$ cat src/rtl/rsa_pkg.sv
// Shared definitions for the RSA wrapper result path.
//   RSA_WORD_W      width of one result word
//   NUM_WORDS_1024  words per 1024-bit result
//   NUM_WORDS_2048  words per 2048-bit result
//   drain_state_e   result drain FSM states
//   word_addr()     byte address of word idx relative to a base (mod 2^32)
package rsa_pkg;

  localparam int unsigned RSA_WORD_W     = 32;
  localparam int unsigned NUM_WORDS_1024 = 32;
  localparam int unsigned NUM_WORDS_2048 = 64;

  typedef enum logic [1:0] {
    StIdle,
    StArm,
    StDrain
  } drain_state_e;

  function automatic logic [RSA_WORD_W-1:0] word_addr(logic [RSA_WORD_W-1:0] base,
                                                      logic [RSA_WORD_W-1:0] idx);
    // Plain 32-bit add: wraps silently past 0xFFFF_FFFF.
    return base + (idx << 2);
  endfunction

endpackage

$ cat src/rtl/rsa_result_drain_if.sv
// Data-path bundle of the result drain.
//   rd_fifo_en  read strobe toward the CS result FIFO
//   data_cs_i   CS FIFO data, valid one cycle after rd_fifo_en
//   wr_valid    result RAM write request
//   wr_addr     byte address of the write
//   wr_data     result word
//   wr_ready    result RAM accept
// master: the drain block; slave: the FIFO / RAM side.
interface rsa_result_drain_if;
  import rsa_pkg::*;

  logic                  rd_fifo_en;
  logic [RSA_WORD_W-1:0] data_cs_i;
  logic                  wr_valid;
  logic [RSA_WORD_W-1:0] wr_addr;
  logic [RSA_WORD_W-1:0] wr_data;
  logic                  wr_ready;

  modport master (
    output rd_fifo_en,
    input  data_cs_i,
    output wr_valid,
    output wr_addr,
    output wr_data,
    input  wr_ready
  );

  modport slave (
    input  rd_fifo_en,
    output data_cs_i,
    input  wr_valid,
    input  wr_addr,
    input  wr_data,
    output wr_ready
  );

endinterface

$ cat src/rtl/rsa_skid_buf2.sv
// Two-entry FIFO that absorbs FIFO read data while the RAM write port stalls.
//   clk, rstn  clock, asynchronous active-low reset
//   push_i     write data_i (caller guarantees space)
//   pop_i      drop the head entry (ignored when empty)
//   data_i     entry to write
//   occ_o      number of stored entries, 0..2
//   head_o     oldest entry
module rsa_skid_buf2 #(
  parameter int unsigned Width = 32
) (
  input  logic             clk,
  input  logic             rstn,
  input  logic             push_i,
  input  logic             pop_i,
  input  logic [Width-1:0] data_i,
  output logic [1:0]       occ_o,
  output logic [Width-1:0] head_o
);

  logic [Width-1:0] mem_q [2];
  logic             wr_ptr_q;
  logic             rd_ptr_q;
  logic [1:0]       occ_q;
  logic             do_pop;

  assign do_pop = pop_i && (occ_q != 2'd0);
  assign occ_o  = occ_q;
  assign head_o = mem_q[rd_ptr_q];

  always_ff @(posedge clk or negedge rstn) begin
    if (!rstn) begin
      mem_q[0] <= '0;
      mem_q[1] <= '0;
      wr_ptr_q <= 1'b0;
      rd_ptr_q <= 1'b0;
      occ_q    <= 2'd0;
    end else begin
      // When full, push+pop writes the slot being vacated this same cycle.
      if (push_i) begin
        mem_q[wr_ptr_q] <= data_i;
        wr_ptr_q        <= ~wr_ptr_q;
      end
      if (do_pop) begin
        rd_ptr_q <= ~rd_ptr_q;
      end
      case ({push_i, do_pop})
        2'b10:   occ_q <= occ_q + 2'd1;
        2'b01:   occ_q <= occ_q - 2'd1;
        default: occ_q <= occ_q;
      endcase
    end
  end

  no_overflow_a: assert property (@(posedge clk) disable iff (!rstn)
    !(push_i && !do_pop && occ_q == 2'd2));

endmodule

$ cat src/rtl/rsa_result_drain.sv
// Drains NUM_WORDS result words from the CS FIFO after the wrapper signals done and
// writes them as an addressed valid/ready stream into result RAM.
//   clk, rstn    clock, asynchronous active-low reset
//   start        one-cycle pulse, arms for one result (ignored while busy)
//   result_base  byte base address, captured on an accepted start
//   done         wrapper done level; its rising edge starts the drain
//   bus          FIFO read strobe/data and RAM write stream (master side)
//   busy         high while armed or draining
//   stat_done    sticky completion flag
//   err_overlap  sticky: done rose again during a drain
//   irq          one-cycle completion pulse
//   words_out    words accepted by RAM in the current operation
module rsa_result_drain
  import rsa_pkg::*;
#(
  parameter int unsigned NUM_WORDS = NUM_WORDS_1024,
  parameter int unsigned CNT_W     = 6,
  parameter int unsigned RD_LAT    = 1
) (
  input  logic                  clk,
  input  logic                  rstn,
  input  logic                  start,
  input  logic [RSA_WORD_W-1:0] result_base,
  input  logic                  done,
  rsa_result_drain_if.master    bus,
  output logic                  busy,
  output logic                  stat_done,
  output logic                  err_overlap,
  output logic                  irq,
  output logic [CNT_W-1:0]      words_out
);

  localparam logic [CNT_W-1:0] NumWordsC = CNT_W'(NUM_WORDS);
  localparam logic [CNT_W-1:0] LastIdx   = CNT_W'(NUM_WORDS - 1);

  drain_state_e          state_q;
  logic                  done_q;
  logic                  busy_q;
  logic                  irq_q;
  logic                  stat_done_q;
  logic                  err_overlap_q;
  logic [RSA_WORD_W-1:0] base_q;
  logic [CNT_W-1:0]      rd_cnt_q;
  logic [CNT_W-1:0]      wr_cnt_q;
  // One bit per outstanding read; the top bit marks data arriving this cycle.
  logic [RD_LAT-1:0]     rd_pipe_q;

  logic [1:0]            occ;
  logic [RSA_WORD_W-1:0] head;
  logic                  done_rise;
  logic                  room;
  logic                  rd_en;
  logic                  accept;
  logic                  last_accept;

  always_comb begin
    done_rise   = done & ~done_q;
    // Buffered plus in-flight words must stay within the two skid slots.
    room        = (int'(occ) + $countones(rd_pipe_q)) < 2;
    rd_en       = (state_q == StDrain) && (rd_cnt_q < NumWordsC) && room;
    accept      = (occ != 2'd0) && bus.wr_ready;
    last_accept = accept && (wr_cnt_q == LastIdx);
  end

  rsa_skid_buf2 #(
    .Width (RSA_WORD_W)
  ) u_skid (
    .clk    (clk),
    .rstn   (rstn),
    .push_i (rd_pipe_q[RD_LAT-1]),
    .pop_i  (accept),
    .data_i (bus.data_cs_i),
    .occ_o  (occ),
    .head_o (head)
  );

  always_ff @(posedge clk or negedge rstn) begin
    if (!rstn) begin
      state_q       <= StIdle;
      done_q        <= 1'b0;
      busy_q        <= 1'b0;
      irq_q         <= 1'b0;
      stat_done_q   <= 1'b0;
      err_overlap_q <= 1'b0;
      base_q        <= '0;
      rd_cnt_q      <= '0;
      wr_cnt_q      <= '0;
      rd_pipe_q     <= '0;
    end else begin
      done_q    <= done;
      irq_q     <= 1'b0;
      rd_pipe_q <= (rd_pipe_q << 1) | RD_LAT'(rd_en);
      if (rd_en) begin
        rd_cnt_q <= rd_cnt_q + CNT_W'(1);
      end
      if (accept) begin
        wr_cnt_q <= wr_cnt_q + CNT_W'(1);
      end
      case (state_q)
        StIdle: begin
          // A done edge coinciding with start is absorbed by done_q here.
          if (start) begin
            state_q       <= StArm;
            base_q        <= result_base;
            stat_done_q   <= 1'b0;
            err_overlap_q <= 1'b0;
            rd_cnt_q      <= '0;
            wr_cnt_q      <= '0;
            busy_q        <= 1'b1;
          end
        end
        StArm: begin
          if (done_rise) begin
            state_q <= StDrain;
          end
        end
        StDrain: begin
          if (done_rise) begin
            err_overlap_q <= 1'b1;
          end
          if (last_accept) begin
            state_q     <= StIdle;
            irq_q       <= 1'b1;
            stat_done_q <= 1'b1;
            busy_q      <= 1'b0;
          end
        end
        default: state_q <= StIdle;
      endcase
    end
  end

  assign bus.rd_fifo_en = rd_en;
  assign bus.wr_valid   = (occ != 2'd0);
  assign bus.wr_data    = head;
  assign bus.wr_addr    = word_addr(base_q, RSA_WORD_W'(wr_cnt_q));

  assign busy        = busy_q;
  assign stat_done   = stat_done_q;
  assign err_overlap = err_overlap_q;
  assign irq         = irq_q;
  assign words_out   = wr_cnt_q;

endmodule
$ cat src/flat_wrapper.sv
// flat-port wrapper written by rule: the top's interface ports become plain ports
module rsa_result_drain_flat import rsa_pkg::*;
#(
  parameter int unsigned NUM_WORDS = NUM_WORDS_1024,
  parameter int unsigned CNT_W     = 6,
  parameter int unsigned RD_LAT    = 1
)
  (clk, rstn, start, result_base, done, busy, stat_done, err_overlap, irq, words_out, bus_rd_fifo_en, bus_data_cs_i, bus_wr_valid, bus_wr_addr, bus_wr_data, bus_wr_ready);
  rsa_result_drain_if bus_i ();
  input  logic clk;
  input  logic rstn;
  input  logic start;
  input  logic [RSA_WORD_W-1:0] result_base;
  input  logic done;
  output logic busy;
  output logic stat_done;
  output logic err_overlap;
  output logic irq;
  output logic [CNT_W-1:0] words_out;
  output wire logic [$bits(bus_i.rd_fifo_en)-1:0] bus_rd_fifo_en;
  input wire logic [$bits(bus_i.data_cs_i)-1:0] bus_data_cs_i;
  output wire logic [$bits(bus_i.wr_valid)-1:0] bus_wr_valid;
  output wire logic [$bits(bus_i.wr_addr)-1:0] bus_wr_addr;
  output wire logic [$bits(bus_i.wr_data)-1:0] bus_wr_data;
  input wire logic [$bits(bus_i.wr_ready)-1:0] bus_wr_ready;
  assign bus_rd_fifo_en = bus_i.rd_fifo_en;
  assign bus_i.data_cs_i = bus_data_cs_i;
  assign bus_wr_valid = bus_i.wr_valid;
  assign bus_wr_addr = bus_i.wr_addr;
  assign bus_wr_data = bus_i.wr_data;
  assign bus_i.wr_ready = bus_wr_ready;
  rsa_result_drain #(.NUM_WORDS(NUM_WORDS), .CNT_W(CNT_W), .RD_LAT(RD_LAT)) u_core (.clk(clk), .rstn(rstn), .start(start), .result_base(result_base), .done(done), .bus(bus_i), .busy(busy), .stat_done(stat_done), .err_overlap(err_overlap), .irq(irq), .words_out(words_out));
endmodule
$ cat config.mk
export PLATFORM = sky130hd
export DESIGN_NAME = rsa_result_drain_flat
export DESIGN_NICKNAME = d
export VERILOG_FILES = /design/src/rtl/rsa_pkg.sv /design/src/rtl/rsa_result_drain_if.sv /design/src/rtl/rsa_skid_buf2.sv /design/src/rtl/rsa_result_drain.sv /design/src/flat_wrapper.sv
export SDC_FILE = /design/constraint.sdc
export NUM_CORES = 1
export LEC_CHECK = 0
export CAP_MARGIN = 20
export CORE_AREA = 5 5 88 151
export CTS_CLUSTER_SIZE = 28
export DETAILED_ROUTE_END_ITERATION = 8
export DIE_AREA = 0 0 93 156
export PLACE_DENSITY = 0.78
export SKIP_CTS_REPAIR_TIMING = 1
export SLEW_MARGIN = 5
export SYNTH_ARGS = -nofsm -noshare
export SYNTH_HDL_FRONTEND = slang
export SYNTH_HIERARCHICAL = 1
export SYNTH_SLANG_ARGS = --single-unit
$ cat constraint.sdc
create_clock -name clk -period 2.4 [get_ports clk]
set_clock_uncertainty 0.05 [all_clocks]
set_input_delay 0.24 -clock clk [delete_from_list [all_inputs] [get_ports clk]]
set_output_delay 0.24 -clock clk [all_outputs]
set_load 0.05 [all_outputs]
==> results.py <==
metrics = {
    "run_status": {
        "status": "complete, but fails checks",
        "failed_checks": "negative setup slack",
    },
    "sta": {
        "whs_ps": 334.0,
        "hold_violations": 0,
        "fin_crit_sh_pct": 124.8,
        "final-max-slew-violation-count": 0,
        "layout_min_cycle_time_ps": 2995,
        "setup_viol": 26,
        "rsz0062_at_grt": "true",
        "max_freq_ghz": 0.3339,
        "setup_slack_ps": -594.8,
        "worst-slew-pin-transition_ps": 825.0,
        "slew_headroom_pct": 44.81,
        "fin_setup_tns_ps": -10130,
    },
    "drt": {
        "wirelength_mm": 15.71,
        "via_per_inst": 5.457,
        "wire_per_inst_um": 20.40,
        "drc_errors": 0,
        "drt_iter0_markers": 101,
        "ant_nets": 0,
        "vias": 4202,
        "firstDrtPassIters": 6,
    },
    "setup_path": {
        "crit_chain": "ha_4, inv_2, fa_2, nor2b_4, o211ai_1, buf_4, a21oi_4, buf_6, nand3_4, xnor2_4, buf_12",
        "crit_slowest_cell": "dfrtp_1",
        "cp.required_ps": 2110,
        "slowest_delay_ps": 400,
        "worstSetupPathType": "reg -> out",
        "path_delay_family": "buffers and inverters",
        "cp.arrival_ps": 2700,
        "cp_max_fo": 4,
        "cp_num_buf_inv": 4,
        "cp-end-kind": "output port",
        "startpoint_type": "flop",
    },
    "logic_synthesis": {
        "avgSynthCellArea_um2": 13.37,
        "yosysWarnings": 6,
        "synth_edf_count": 0,
        "ys_ff_latch": 120,
        "synth_flop_cell": "dfrtp_1",
        "async_flop_share_pct": 100.0,
        "ys_types": 47,
        "synth_nets": 504,
        "synth_area_mm2": 0.005682,
        "synthCells": 425,
        "synth-seq-area-share_pct": 52.85,
    },
    "placed_design": {
        "gp_congestion": 0.7768,
        "post-place-ws_ps": -208.5,
        "dp_cells": 723,
        "dpl_cell_area_mm2": 0.008536,
        "dp_hpwl_mm": 10.33,
        "io_buffers": 144,
    },
    "pwr": {
        "p_comb_share_pct": 61.2,
        "ir_drop_uv": 1546,
        "swShare_pct": 41.09,
        "p_clk_share_pct": 16.0,
        "internal-power_mw": 9.986,
        "p_leak_nw": 4.043,
        "total_power_mw": 16.95,
        "p_per_area_mw_per_mm2": 1769,
        "seqPwrFrac_pct": 22.8,
        "switching_power_mw": 6.966,
    },
    "cts": {
        "clk_latency_ps": 400,
        "cts_inserted_buffers": 17,
        "clk_pin_slew_ps": 60,
        "clock-root-buffer": "clkbuf_16",
        "clock-sinks": 120,
        "cts_tree": "done",
        "cts_buffer_depth": 2,
        "htreeDepth": 4,
    },
    "final_layout": {
        "fillers": 625,
        "diodes": 0,
        "fin_cells": 770,
        "final_core_util_pct": 80.29,
        "final-seq-area_mm2": 0.003017,
        "layout_commonest_cell": "mux2_2",
        "final_nets": 699,
        "layout-drive-gt1-share_pct": 54.98,
        "multi_input_area_mm2": 0.003263,
        "area_growth_pct": 68.69,
        "fin_area_mm2": 0.009584,
        "layout.cells.most_common_list": "mux2_2 (123), dfrtp_1 (109), clkdlybuf4s50_1 (81), buf_12 (61), buf_4 (40)",
    },
    "floorplan": {
        "ios": 145,
        "fp.dieW_um": 93,
        "die_area_mm2": 0.01451,
        "core.rowCount": 53,
        "core_area_mm2": 0.01194,
        "die_h_um": 156,
        "initial_core_util_pct": 47.60,
    },
    "run": {
        "maxCapViolCount": 0,
    },
    "global_routing": {
        "grtUsageTotal_pct": 20.40,
        "grt_pass1_wl_mm": 23.09,
        "grt_max_degree": 54,
        "grt_pass1_vias": 4602,
        "grt_overflow_total": 0,
        "grt_antenna_before_repair": 0,
    },
    "min_path": {
        "min_path_type": "in -> reg",
    },
}
[synthesized netlist by cell type (2+ instances only)]
cell        n  area share [%]
nor2_2      3            0.33
o21a_1      3            0.40
buf_2      10            0.88
ha_1        9             2.0
o21ai_0     4            0.35
o211a_1     2            0.35
o211ai_1    2            0.26
mux2_1      4            0.79
o21ai_1     2            0.18
a21oi_1     5            0.44
buf_4       5            0.66
nand2_1    14            0.92
a21boi_0    2            0.26
a21oi_2     2            0.31
nand4_1     8            0.88
xnor2_1    30             4.6
and3_1      3            0.33
xor2_1     11             1.7
nor2_1     17             1.1
nand2b_1    2            0.22
mux2_2    123              24
nand3_1    12             1.1
inv_1       8            0.53
a21o_1      2            0.26
dfrtp_1   120              53
[power groups by stage]
stage / sequential (mW) / combinational (mW) / clock, mW
after floorplan: 3.82 / 5.59 / 0
after global placement: 3.72 / 9.90 / 0
after detailed placement: 3.81 / 10.0 / 0
after CTS: 3.78 / 10.1 / 2.76
after global routing: 3.99 / 10.8 / 2.86
final: 3.87 / 10.4 / 2.71
[sequential cells by signal, indices dropped and copies added, names as in the netlist]
register                count
u_core/u_skid/rd_ptr_q      1
u_core/words_out            6
u_core/rd_cnt_q             6
u_core/base_q              32
u_core/rd_pipe_q            1
u_core/u_skid/occ_o         2
u_core/busy                 1
u_core/u_skid/wr_ptr_q      1
u_core/u_skid/mem_q        64
u_core/done_q               1
u_core/irq                  1
u_core/err_overlap          1
u_core/stat_done            1
u_core/state_q              2
[path summary, 6_finish.rpt]
check	startpoint	endpoint	slack (ps)	cells past startpoint
setup / recovery	u_core/base_q[2]$_DFFE_PN0P_	bus_wr_addr[20]	-590	11
hold / removal	done	u_core/done_q$_DFF_PN0_	330	1
setup reg to reg	u_core/u_skid/occ_o[0]$_DFFE_PN0P_	u_core/u_skid/occ_o[1]$_DFFE_PN0P_	400	6
hold reg to reg	u_core/u_skid/mem_q[50]$_DFFE_PN0P_	u_core/u_skid/mem_q[50]$_DFFE_PN0P_	440	1
max in group asynchronous	rstn	u_core/base_q[13]$_DFFE_PN0P_	1210	3
min in group asynchronous	rstn	u_core/u_skid/mem_q[40]$_DFFE_PN0P_	380	2
[logic make-up after synthesis]
group	after synthesis	synth area share (%)
DFF	120	52.85
buffers and inverters	24	2.136
and+or+nand+nor	75	7.444
AOI/OAI and AO/OA	27	3.567
muxes	128	25.35
adders and majority gates	10	2.334
xor gates and xnor gates	41	6.320
[final cells by class]
type	instances	area share, %
Timing Repair Buffer	192	25.72
Clock buffer	18	4.582
Clock inverter	14	2.076
Multi-Input combinational cell	281	34.05
Tap cell	137	1.789
Inverter	8	0.3133
Sequential cell	120	31.48
[layer usage]
metal	vias to the layer above	part of all wire, %	GRT usage, %
li1	1889	-	-
met1	2146	35	21.77
met2	141	56	37.13
met3	26	6.5	6.757
met4	0	2.7	7.198
met5	-	0	0
Power figures use the tool's default switching activity.
